**src/rtl/bus_arbiter_lv1_lv2.sv**
```systemverilog
// Central LV1-LV2 bus arbiter: one registered one-hot grant across dl/il/snoop requesters,
// snoop priority with a proc starvation guard, and a forced idle turnaround between owners.
module bus_arbiter_lv1_lv2 #(
    parameter int NUM_CORES       = 4,
    parameter int SNOOP_BURST_MAX = 4,
    parameter int HOLD_MAX        = 256,
    parameter int HOLD_CNT_WID    = 9
) (
    input  logic                             clk,
    input  logic                             rst_n,
    input  logic [NUM_CORES-1:0]             bus_lv1_lv2_req_proc_dl,
    input  logic [NUM_CORES-1:0]             bus_lv1_lv2_req_proc_il,
    input  logic [NUM_CORES-1:0]             bus_lv1_lv2_req_snoop,
    output logic [NUM_CORES-1:0]             bus_lv1_lv2_gnt_proc_dl,
    output logic [NUM_CORES-1:0]             bus_lv1_lv2_gnt_proc_il,
    output logic [NUM_CORES-1:0]             bus_lv1_lv2_gnt_snoop,
    output logic                             bus_busy,
    output logic [$clog2(NUM_CORES)-1:0]     gnt_owner_id,
    output logic                             hold_timeout_err
);

    localparam int ID_W     = $clog2(NUM_CORES);
    localparam int SLOTS    = 2 * NUM_CORES;
    localparam int SLOT_W   = ID_W + 1;
    localparam int STREAK_W = $clog2(SNOOP_BURST_MAX + 1);

    localparam logic [ID_W:0]         NC_W       = (ID_W + 1)'(NUM_CORES);
    localparam logic [SLOT_W:0]       SLOTS_W    = (SLOT_W + 1)'(SLOTS);
    localparam logic [ID_W-1:0]       LAST_CORE  = ID_W'(NUM_CORES - 1);
    localparam logic [SLOT_W-1:0]     LAST_SLOT  = SLOT_W'(SLOTS - 1);
    localparam logic [STREAK_W-1:0]   STREAK_MAX = STREAK_W'(SNOOP_BURST_MAX);
    localparam logic [HOLD_CNT_WID-1:0] HOLD_LIM = HOLD_CNT_WID'(HOLD_MAX);

    typedef enum logic [1:0] {
        IDLE      = 2'd0,
        GNT_SNOOP = 2'd1,
        GNT_PROC  = 2'd2
    } state_t;

    state_t                  state_reg, state_next;
    logic [NUM_CORES-1:0]    gnt_dl_reg, gnt_dl_next;
    logic [NUM_CORES-1:0]    gnt_il_reg, gnt_il_next;
    logic [NUM_CORES-1:0]    gnt_snp_reg, gnt_snp_next;
    logic                    busy_reg, busy_next;
    logic [ID_W-1:0]         owner_reg, owner_next;
    logic [ID_W-1:0]         snp_ptr_reg, snp_ptr_next;
    logic [SLOT_W-1:0]       proc_ptr_reg, proc_ptr_next;
    logic [STREAK_W-1:0]     streak_reg, streak_next;
    logic [HOLD_CNT_WID-1:0] hold_cnt_reg, hold_cnt_next;
    logic                    err_reg, err_next;

    // Proc slots interleave dl/il per core so round-robin walks core0.dl, core0.il, core1.dl, ...
    logic [SLOTS-1:0] proc_slots;
    genvar gi;
    generate
        for (gi = 0; gi < NUM_CORES; gi++) begin : g_slots
            assign proc_slots[2*gi]   = bus_lv1_lv2_req_proc_dl[gi];
            assign proc_slots[2*gi+1] = bus_lv1_lv2_req_proc_il[gi];
        end
    endgenerate

    logic            snp_found;
    logic [ID_W-1:0] snp_pick;
    logic [ID_W:0]   snp_sum;

    always_comb begin
        snp_found = 1'b0;
        snp_pick  = '0;
        snp_sum   = '0;
        for (int i = 0; i < NUM_CORES; i++) begin
            snp_sum = {1'b0, snp_ptr_reg} + (ID_W + 1)'(i);
            if (snp_sum >= NC_W) snp_sum = snp_sum - NC_W;
            if (!snp_found && bus_lv1_lv2_req_snoop[snp_sum[ID_W-1:0]]) begin
                snp_found = 1'b1;
                snp_pick  = snp_sum[ID_W-1:0];
            end
        end
    end

    logic              proc_found;
    logic [SLOT_W-1:0] proc_pick;
    logic [SLOT_W:0]   proc_sum;

    always_comb begin
        proc_found = 1'b0;
        proc_pick  = '0;
        proc_sum   = '0;
        for (int i = 0; i < SLOTS; i++) begin
            proc_sum = {1'b0, proc_ptr_reg} + (SLOT_W + 1)'(i);
            if (proc_sum >= SLOTS_W) proc_sum = proc_sum - SLOTS_W;
            if (!proc_found && proc_slots[proc_sum[SLOT_W-1:0]]) begin
                proc_found = 1'b1;
                proc_pick  = proc_sum[SLOT_W-1:0];
            end
        end
    end

    logic owner_req;
    assign owner_req = |(gnt_dl_reg  & bus_lv1_lv2_req_proc_dl) |
                       |(gnt_il_reg  & bus_lv1_lv2_req_proc_il) |
                       |(gnt_snp_reg & bus_lv1_lv2_req_snoop);

    always_comb begin
        state_next    = state_reg;
        gnt_dl_next   = gnt_dl_reg;
        gnt_il_next   = gnt_il_reg;
        gnt_snp_next  = gnt_snp_reg;
        owner_next    = owner_reg;
        snp_ptr_next  = snp_ptr_reg;
        proc_ptr_next = proc_ptr_reg;
        streak_next   = streak_reg;
        hold_cnt_next = hold_cnt_reg;
        err_next      = err_reg;

        case (state_reg)
            IDLE: begin
                if (snp_found && (!proc_found || streak_reg < STREAK_MAX)) begin
                    state_next             = GNT_SNOOP;
                    gnt_snp_next           = '0;
                    gnt_snp_next[snp_pick] = 1'b1;
                    owner_next             = snp_pick;
                    snp_ptr_next           = (snp_pick == LAST_CORE) ? '0 : snp_pick + 1'b1;
                    hold_cnt_next          = '0;
                    if (!proc_found)
                        streak_next = '0;
                    else if (streak_reg < STREAK_MAX)
                        streak_next = streak_reg + 1'b1;
                end else if (proc_found) begin
                    state_next    = GNT_PROC;
                    gnt_dl_next   = '0;
                    gnt_il_next   = '0;
                    if (proc_pick[0])
                        gnt_il_next[proc_pick[SLOT_W-1:1]] = 1'b1;
                    else
                        gnt_dl_next[proc_pick[SLOT_W-1:1]] = 1'b1;
                    owner_next    = proc_pick[SLOT_W-1:1];
                    proc_ptr_next = (proc_pick == LAST_SLOT) ? '0 : proc_pick + 1'b1;
                    streak_next   = '0;
                    hold_cnt_next = '0;
                end
            end
            GNT_SNOOP, GNT_PROC: begin
                if (hold_cnt_reg != '1) hold_cnt_next = hold_cnt_reg + 1'b1;
                // Flag only; the owner keeps the bus.
                if (hold_cnt_next >= HOLD_LIM) err_next = 1'b1;
                if (!owner_req) begin
                    state_next   = IDLE;
                    gnt_dl_next  = '0;
                    gnt_il_next  = '0;
                    gnt_snp_next = '0;
                end
            end
            default: begin
                state_next   = IDLE;
                gnt_dl_next  = '0;
                gnt_il_next  = '0;
                gnt_snp_next = '0;
            end
        endcase

        busy_next = |{gnt_dl_next, gnt_il_next, gnt_snp_next};
    end

    always_ff @(posedge clk or negedge rst_n) begin
        if (!rst_n) begin
            state_reg    <= IDLE;
            gnt_dl_reg   <= '0;
            gnt_il_reg   <= '0;
            gnt_snp_reg  <= '0;
            busy_reg     <= 1'b0;
            owner_reg    <= '0;
            snp_ptr_reg  <= '0;
            proc_ptr_reg <= '0;
            streak_reg   <= '0;
            hold_cnt_reg <= '0;
            err_reg      <= 1'b0;
        end else begin
            state_reg    <= state_next;
            gnt_dl_reg   <= gnt_dl_next;
            gnt_il_reg   <= gnt_il_next;
            gnt_snp_reg  <= gnt_snp_next;
            busy_reg     <= busy_next;
            owner_reg    <= owner_next;
            snp_ptr_reg  <= snp_ptr_next;
            proc_ptr_reg <= proc_ptr_next;
            streak_reg   <= streak_next;
            hold_cnt_reg <= hold_cnt_next;
            err_reg      <= err_next;
        end
    end

    assign bus_lv1_lv2_gnt_proc_dl = gnt_dl_reg;
    assign bus_lv1_lv2_gnt_proc_il = gnt_il_reg;
    assign bus_lv1_lv2_gnt_snoop   = gnt_snp_reg;
    assign bus_busy                = busy_reg;
    assign gnt_owner_id            = owner_reg;
    assign hold_timeout_err        = err_reg;

endmodule

```
**config.mk**
```make
export PLATFORM = sky130hd
export DESIGN_NAME = bus_arbiter_lv1_lv2
export DESIGN_NICKNAME = d
export VERILOG_FILES = /design/src/rtl/bus_arbiter_lv1_lv2.sv
export SDC_FILE = /design/constraint.sdc
export NUM_CORES = 1
export LEC_CHECK = 0
export BUFFER_PORTS_ARGS = -buffer_cell sky130_fd_sc_hd__buf_4
export CORE_MARGIN = 2
export CORE_UTILIZATION = 59
export CTS_CLUSTER_SIZE = 40
export DETAILED_ROUTE_END_ITERATION = 10
export PLACE_DENSITY_LB_ADDON = 0.25
export RECOVER_POWER = 25
export SETUP_SLACK_MARGIN = 0.1
export SYNTH_ARGS = -nofsm -noshare
export SYNTH_HDL_FRONTEND = slang
export SYNTH_SLANG_ARGS = --single-unit
```
**constraint.sdc**
```tcl
create_clock -name clk -period 4.1 [get_ports clk]
set_input_delay 0.82 -clock clk [delete_from_list [all_inputs] [get_ports clk]]
set_output_delay 0.82 -clock clk [all_outputs]
set_load 0.005 [all_outputs]
```
After elaboration in Yosys (flattened, before gate mapping) --
Index checks and enable logic that the tools add are counted.
Storage, ports and cells: bits in registers 35, logic and storage cells 215, bits of input ports 14, output and inout bits 16
Operators by class: reductions and logical operators 40, muxes and demuxes 94, bitwise gates (word level) 6, $add $sub $neg 26, order comparisons 30, equality and inequality tests 8
Operators with widths (number):
- $mux 3 | 21
- $mux 4 | 10
- $mux 9 | 4
- $lt 3x4->1 const B | 8
- $ge 4x4->1 const B | 7
- $mux 2 | 14
- $mux 1 | 26
- $bmux 1 s3 | 8
- $pmux 4 s2 | 3
- $sub 3x1->3 const B | 8
- $lt 2x3->1 const B | 6
- $pmux 9 s2 | 1
- $add 3x3->4 const B | 4
- $logic_and 1x1->1 | 13
- $and 4x4->4 | 3
- $reduce_or 12->1 | 1
- $reduce_or 4->1 | 3
- $logic_not 1->1 | 11
- $reduce_and 2->1 | 5
- $add 9x1->9 const B | 1
- $ge 3x3->1 const B | 3
- $ge 9x9->1 const B | 1
- $ne 9x9->1 const B | 1
- $add 3x2->4 const B | 2
- 25 further kinds | 40

Depth between registers and ports, before layout --
Gate-level depths: netlist of the first run.
depth after elaboration 35, depth in mapped cells 13, depth with buffers taken out 10

Worst setup path before layout of the first run --
Ideal clock, no wire load.
path type register to register, from reg proc_ptr_reg[0], to reg hold_cnt_reg[3], setup slack 0.495 ns, setup time 0.128 ns, path buffers 1, clock period less this slack 3.605 ns, stages on the path, launching flop included 12, arrival 3.477 ns, required time 3.972 ns, cell sequence dfrtp_1 -> buf_2 -> clkinv_1 -> ha_1 -> mux4_2 -> or4_4 -> o41ai_4 -> a21boi_4 -> a21oi_2 -> nand4_2 -> xor2_1 -> nor2_1
On the way: cells in the longest elaborated chain, start to end 31, elaborated cells between the ends (all ways) 76, classes of those cells add/sub: 15; order compare: 8; eq/ne: 1; mux: 34; reduce/logical: 18
RTL lines:
- start: declaration | line 47 | logic [SLOT_W-1:0] proc_ptr_reg, proc_ptr_next;
- start signal: assignment | line 185 | proc_ptr_reg <= proc_ptr_next;
- branches (longest 25 deep; another with $add 3x1->4)
- $mux 1 * | line 91 | if (!proc_found && proc_slots[proc_sum[SLOT_W-1:0]]) begin
- $logic_not 1->1
- $logic_or 1x1->1 | line 117 | if (snp_found && (!proc_found || streak_reg < STREAK_MAX)) begin
- $logic_and 1x1->1 | line 117
- $mux 9 or $ne 3x3->1 (tied branches)
- $pmux 9 s2 or $reduce_and 2->1 (tied branches)
- end signal: assignment | line 187 | hold_cnt_reg <= hold_cnt_next;
- end: declaration | line 49 | logic [HOLD_CNT_WID-1:0] hold_cnt_reg, hold_cnt_next;
Every way passes the cells marked *. The select of a mux whose other input is x is not followed. A chain may end at the register's enable or synchronous reset.

Final worst setup path of the first run --
from reg proc_ptr_reg[0], to reg gnt_dl_reg[0] (netlist: bus_lv1_lv2_gnt_proc_dl[0])
On the way: cells in the longest elaborated chain, start to end 34, elaborated cells between the ends (all ways) 89, classes of those cells add/sub: 15; order compare: 10; mux: 46; reduce/logical: 18
RTL lines:
- branches (longest 32 deep; another with $add 3x1->4)
- $mux 4 * | line 117
- $pmux 4 s2 * | line 115 | case (state_reg)
- via gnt_dl_next[0] | line 41 | logic [NUM_CORES-1:0] gnt_dl_reg, gnt_dl_next;
- end signal: assignment | line 179 | gnt_dl_reg <= gnt_dl_next;
- end: declaration | line 41
Mark *: on every way through the listed nets, which the timed path passes. The select of a mux whose other input is x is not followed.

==> results of run 1 <==
[critical path, cell delays in order (launching register included)]
cell and delay (ns):
dfrtp_1 0.35, clkinv_1 0.20, ha_1 0.50, mux4_2 0.60, or4_4 0.58, or3_1 0.56
and3_1 0.31, nand2b_1 0.17, nor2_1 0.08, a22o_1 0.21
[metrics by stage]
stage | total power, uW | util, % | hold WS [ns] | area (um^2) | instances
6_report | 2870 | 67.5 | 0.474 | 3150 | 379
5_1_grt | 3120 | 67.5 | 0.485 | 3150 | 379
4_1_cts | 2860 | 67.6 | 0.475 | 3150 | 379
3_5_place_dp | 2630 | 66.0 | 0.459 | 3080 | 373
3_3_place_gp | 2600 | 66.0 | 0.452 | 3080 | 373
2_1_floorplan | 2150 | - | 0.458 | 2800 | 296
[area by class of cell]
class / count / area [um^2]
multi-input cells: 238 / 1830
fillers: 369 / 1510
flip-flops and latches: 35 / 876
repair buffers: 35 / 259
clock buffers: 6 / 72.6
well taps: 54 / 67.6
inverters: 11 / 41.3
[power by group through the flow]
stage / registers [uW] / logic, uW / clock network (uW)
finish: 594 / 2050 / 224
detailed placement: 599 / 2030 / 0
CTS: 593 / 2040 / 228
global placement: 594 / 2000 / 0
floorplan: 562 / 1580 / 0
global route: 613 / 2260 / 242
[kinds of logic after synthesis]
group	Yosys count	share of synthesized area, %
XOR/XNOR	10	3.12
AO/OA/AOI/OAI	82	22.0
buffers and inverters	23	3.48
adder cells (fa/ha/maj)	10	4.46
flip-flops	35	31.2
AND/OR/NAND/NOR	108	19.3
multiplexers	28	16.4
[synth_stat cells, types with 4 or more instances]
library cell,instances
a21oi_1,16
a221oi_1,4
a22o_1,11
a22oi_1,4
buf_2,6
clkbuf_1,5
dfrtp_1,35
ha_1,10
inv_1,10
mux2i_1,11
mux4_2,14
nand2_1,30
nand2b_1,9
nand3_1,11
nor2_1,25
nor2b_1,5
nor3_1,4
nor4_1,7
o21ai_0,12
o21ai_1,5
o31ai_1,6
xor2_1,7
[metal layers]
| metal | vias up | track usage (%) | share of wire, % |
|---|---|---|---|
| li1 | 1181 | - | - |
| met1 | 1160 | 36.2 | 44 |
| met2 | 76 | 42.6 | 48 |
| met3 | 13 | 4.70 | 4.8 |
| met4 | 0 | 10.3 | 2.6 |
| met5 | - | 0 | 0 |
[worst min path at each step]
stage                             to  cells past startpoint              from
finish              hold_timeout_err                      1  hold_timeout_err
floorplan              streak_reg[0]                      1     streak_reg[0]
detailed placement  hold_timeout_err                      1  hold_timeout_err
global placement    hold_timeout_err                      1  hold_timeout_err
global route        hold_timeout_err                      1  hold_timeout_err
CTS                 hold_timeout_err                      1  hold_timeout_err
==> flow_metrics.tcl, run 1 <==
set metrics [dict create \
    seq_power_share_pct 20.7 \
    cts_num_sinks 35 \
    drc_errors 0 \
    p_comb_share_pct 71.5 \
    avgViaCountPerCell 6.41 \
    final_nets 350 \
    synth-seq-area-share_pct 31.2 \
    r2r-end "bus_lv1_lv2_gnt_proc_dl[0]" \
    power.leakage_uw 0.00139 \
    synthesis.area_mm2 0.00280 \
    insertion_delay_ns 0.29 \
    slew_viol_final 36 \
    worstPathRequired_ns 4.28 \
    vias 2430 \
    fmax_mhz 272 \
    yosys.area.top_type_share_pct 31.2 \
    diodes 0 \
    synth_fp_nets 320 \
    drt_iter0_drc 129 \
    clock_path_buffers 2 \
    wl_per_cell_um 17.1 \
    yosysTopAreaCell "dfrtp_1" \
    reg2reg_depth 9 \
    htree_levels 2 \
    cts_tree "yes" \
    drv_cap 1 \
    die_area_mm2 0.00532 \
    async_flop_share_pct 100 \
    synth_area_leaders "dfrtp_1, mux4_2, ha_1" \
    gp_congestion 0.954 \
    drive_gt1_share_pct 21.2 \
    grt_first_pass_wirelength_um 11000 \
    r2r_slack_ns 0.42 \
    cp.arrival_ns 3.86 \
    fin_crit_sh_pct 89.7 \
    final_antenna_net_count 0 \
    worstHoldPathType "flop to flop" \
    start_util_pct 60.2 \
    grt_setup_unrepaired "false" \
    avgSynthCellArea_um2 9.47 \
    sw_frac_of_total_pct 48.1 \
    yosys_warnings 0 \
    clkTransAtPathRegs_ns 0.06 \
    final_hold_viol_count 0 \
    rows 25 \
    power.switching_uw 1380 \
    area_delta_synth_final_pct 12.2 \
    path_class "flop to flop" \
    setup_tns_ns 0 \
    violations "capacitance limit, slew limit" \
    clkPwrFrac_pct 7.8 \
    largest_reg_flops 9 \
    synthDistinctLibCells 54 \
    hold_buffers 0 \
    setup_slack_ns 0.424 \
    worst_pin_slew_ns 1.83 \
    outcome "complete, but fails checks" \
    track_usage_pct 26.6 \
    fin_skew_ns 0.00257 \
    mostFrequentLayoutCells "dfrtp_1, buf_4, nand2_1, nor2_1, a21oi_1" \
    layout_commonest_cell "dfrtp_1" \
    antenna_found_initial 0 \
    slew_headroom_pct -22.2 \
    synth_edf_count 0 \
    ys_seq_elements 35 \
    preCtsSetupSlack_ns 0.437 \
    crit_path_start_kind "flop" \
    power.internal_uw 1490 \
    ios 30 \
    endpoint_kind "flop" \
    post-cts-setup-buffers 0 \
    syn_inst 296 \
    ys.flop_type "dfrtp_1" \
    p_per_area_mw_per_mm2 911 \
    startpoint "proc_ptr_reg[0]" \
    setup-violations-final 0 \
    hpwl_um 4890 \
    crit_end "bus_lv1_lv2_gnt_proc_dl[0]" \
    die_x_um 72.9 \
    cts_buffers 5 \
    cp_max_fo 10 \
    grt_max_degree 36 \
    ir_drop_v 0.000524 \
    die_h_um 72.9 \
    wl_um 6500 \
    drtPass1Iterations 4 \
    root_buffer "clkbuf_8" \
    grt_pass1_vias 2251 \
    grt-ovfl-total 0 \
    period_needed_ns 3.68 \
    r2r-start "proc_ptr_reg[0]" \
    cts_resized 0 \
    core_mm2 0.00466 \
    port_buffers 29 \
]
No activity file was read; power rests on OpenSTA's default activity.
==> inputs of run 2 (changes only) <==
--- a/config.mk
+++ b/config.mk
@@ -6,8 +6,9 @@
 export NUM_CORES = 1
 export LEC_CHECK = 0
 export BUFFER_PORTS_ARGS = -buffer_cell sky130_fd_sc_hd__buf_4
+export CORE_ASPECT_RATIO = 1.25
 export CORE_MARGIN = 2
-export CORE_UTILIZATION = 59
+export CORE_UTILIZATION = 30
 export CTS_CLUSTER_SIZE = 40
 export DETAILED_ROUTE_END_ITERATION = 10
 export PLACE_DENSITY_LB_ADDON = 0.25
==> run 2 against run 1 <==
Effect of this change: the run still ends with capacitance limit, slew limit left; total power is 7.7% higher; clock skew hardly changed; combinational power is 5% higher; sequential power is 2% lower; design area is 5.8% higher; hold slack worse by 0.010 ns; critical path depth stayed put; utilization is 31 points lower; highest routed layer unchanged; cell count is 20% higher; sequential share of layout area is 1.5 points lower; routed wire length is 12% higher; via count is 1.8% higher.
==> flow_metrics.tcl, run 2 (synthesized netlist as in run 1, its figures left out) <==
set metrics [dict create \
    outcome "complete, but fails checks" \
    violations "capacitance limit, slew limit" \
    drc_errors 0 \
    die_area_mm2 0.0101 \
    root_buffer "clkbuf_16" \
    die_h_um 112 \
    cp.arrival_ns 3.70 \
    worst_pin_slew_ns 1.88 \
    insertion_delay_ns 0.28 \
    grt-ovfl-total 0 \
    largest_reg_flops 9 \
    setup_tns_ns 0 \
    grt_first_pass_wirelength_um 12300 \
    slew_headroom_pct -25.2 \
    port_buffers 29 \
    crit_path_start_kind "flop" \
    track_usage_pct 14.7 \
    setup-violations-final 0 \
    clock_path_buffers 2 \
    diodes 0 \
    vias 2473 \
    final_hold_viol_count 0 \
    crit_end "bus_lv1_lv2_gnt_snoop[0]" \
    period_needed_ns 3.55 \
    startpoint "proc_ptr_reg[0]" \
    cts_num_sinks 35 \
    hold_buffers 0 \
    power.leakage_uw 0.00144 \
    fin_skew_ns 0.00291 \
    placedCellCount 446 \
    cts_resized 0 \
    wl_um 7270 \
    path_class "flop to flop" \
    grt_max_degree 36 \
    antenna_found_initial 0 \
    drt_iter0_drc 68 \
    p_per_area_mw_per_mm2 928 \
    reg2reg_depth 9 \
    wl_per_cell_um 16.0 \
    drv_cap 1 \
    ir_drop_v 0.000295 \
    drive_gt1_share_pct 22.4 \
    rows 39 \
    cp_max_fo 10 \
    area_delta_synth_final_pct 18.7 \
    gp_congestion 0.863 \
    critical_path_depth 9 \
    final_cells 454 \
    worstPathRequired_ns 4.25 \
    post-cts-setup-buffers 0 \
    grt_pass1_vias 2514 \
    crit_path_top_delay_cell "mux4_2" \
    cts_buffers 5 \
    path_buf_inv 1 \
    r2r-end "bus_lv1_lv2_gnt_snoop[0]" \
    final_antenna_net_count 0 \
    critical-path-max-stage-delay_ns 0.61 \
    mostFrequentLayoutCells "buf_4, dfrtp_1, nand2_1, nor2_1, a21oi_1" \
    final_nets 354 \
    fmax_mhz 282 \
    die_x_um 90.5 \
    hpwl_um 5510 \
    ios 30 \
    slew_viol_final 36 \
    start_util_pct 30.7 \
    worstHoldPathType "flop to flop" \
    path_cells "clkinv_1 -> ha_1 -> mux4_2 -> or4_4 -> or3_1 -> a21oi_4 -> o21ai_1 -> a22oi_1 -> nor2_1" \
    core_mm2 0.00913 \
    grt_setup_unrepaired "false" \
    htree_levels 2 \
    avgViaCountPerCell 5.45 \
    layout_commonest_cell "buf_4" \
    r2r_slack_ns 0.55 \
    r2r-start "proc_ptr_reg[0]" \
    endpoint_kind "flop" \
    cts_tree "yes" \
    crit_family "simple AND/OR/NAND/NOR gates" \
    drtPass1Iterations 5 \
    clkTransAtPathRegs_ns 0.05 \
    fin_crit_sh_pct 86.6 \
    holdWs_ns 0.464 \
]
-- run 2: cell types whose count changed in the layout (fill, tap and decap cells not counted), sizes merged --
cell,change
clkbuf,+1
buf,+4
clkinv,+1
-- run 2: report_power, final --
part / leakage, uW / switching [uW] / internal, uW / total, uW
logic: 0.000909 / 1210 / 934 / 2150
clock network: 0.0000679 / 133 / 224 / 357
registers: 0.000464 / 119 / 465 / 584
-- run 2: metrics by stage --
step / worst slack [ns] / area, um^2 / total power (uW) / util (%)
after detailed placement: 0.524 / 3190 / 2720 / 35.0
after global routing: 0.324 / 3330 / 3360 / 36.5
after CTS: 0.565 / 3330 / 3090 / 36.5
after floorplan: 0.495 / 2800 / 2150 / -
after global placement: 0.562 / 3190 / 2720 / 35.0
final: 0.550 / 3330 / 3090 / 36.5
-- run 2: worst min path at each step --
| stage | slack, ns | to | start | cells past startpoint |
|---|---|---|---|---|
| finish | 0.46 | hold_timeout_err | hold_timeout_err | 1 |
| global route | 0.50 | hold_timeout_err | hold_timeout_err | 1 |
| CTS | 0.47 | hold_timeout_err | hold_timeout_err | 1 |
| detailed placement | 0.46 | hold_timeout_err | hold_timeout_err | 1 |
| global placement | 0.45 | hold_timeout_err | hold_timeout_err | 1 |
| floorplan | 0.46 | streak_reg[0] | streak_reg[0] | 1 |
-- run 2: metal layers --
metal	wire, um	global-route usage (%)
met1	3030	17.5
met2	3750	25.9
met3	277	1.95
met4	202	7.69
met5	0	0
-- run 2: cell type report --
type / instances / area, um^2
sequential: 35 / 876
fill: 951 / 5800
multi-input combinational: 238 / 1830
inverter: 11 / 41.3
clock buffer: 7 / 133
timing repair buffer: 39 / 289
tap: 123 / 154
clock inverter: 1 / 5.00
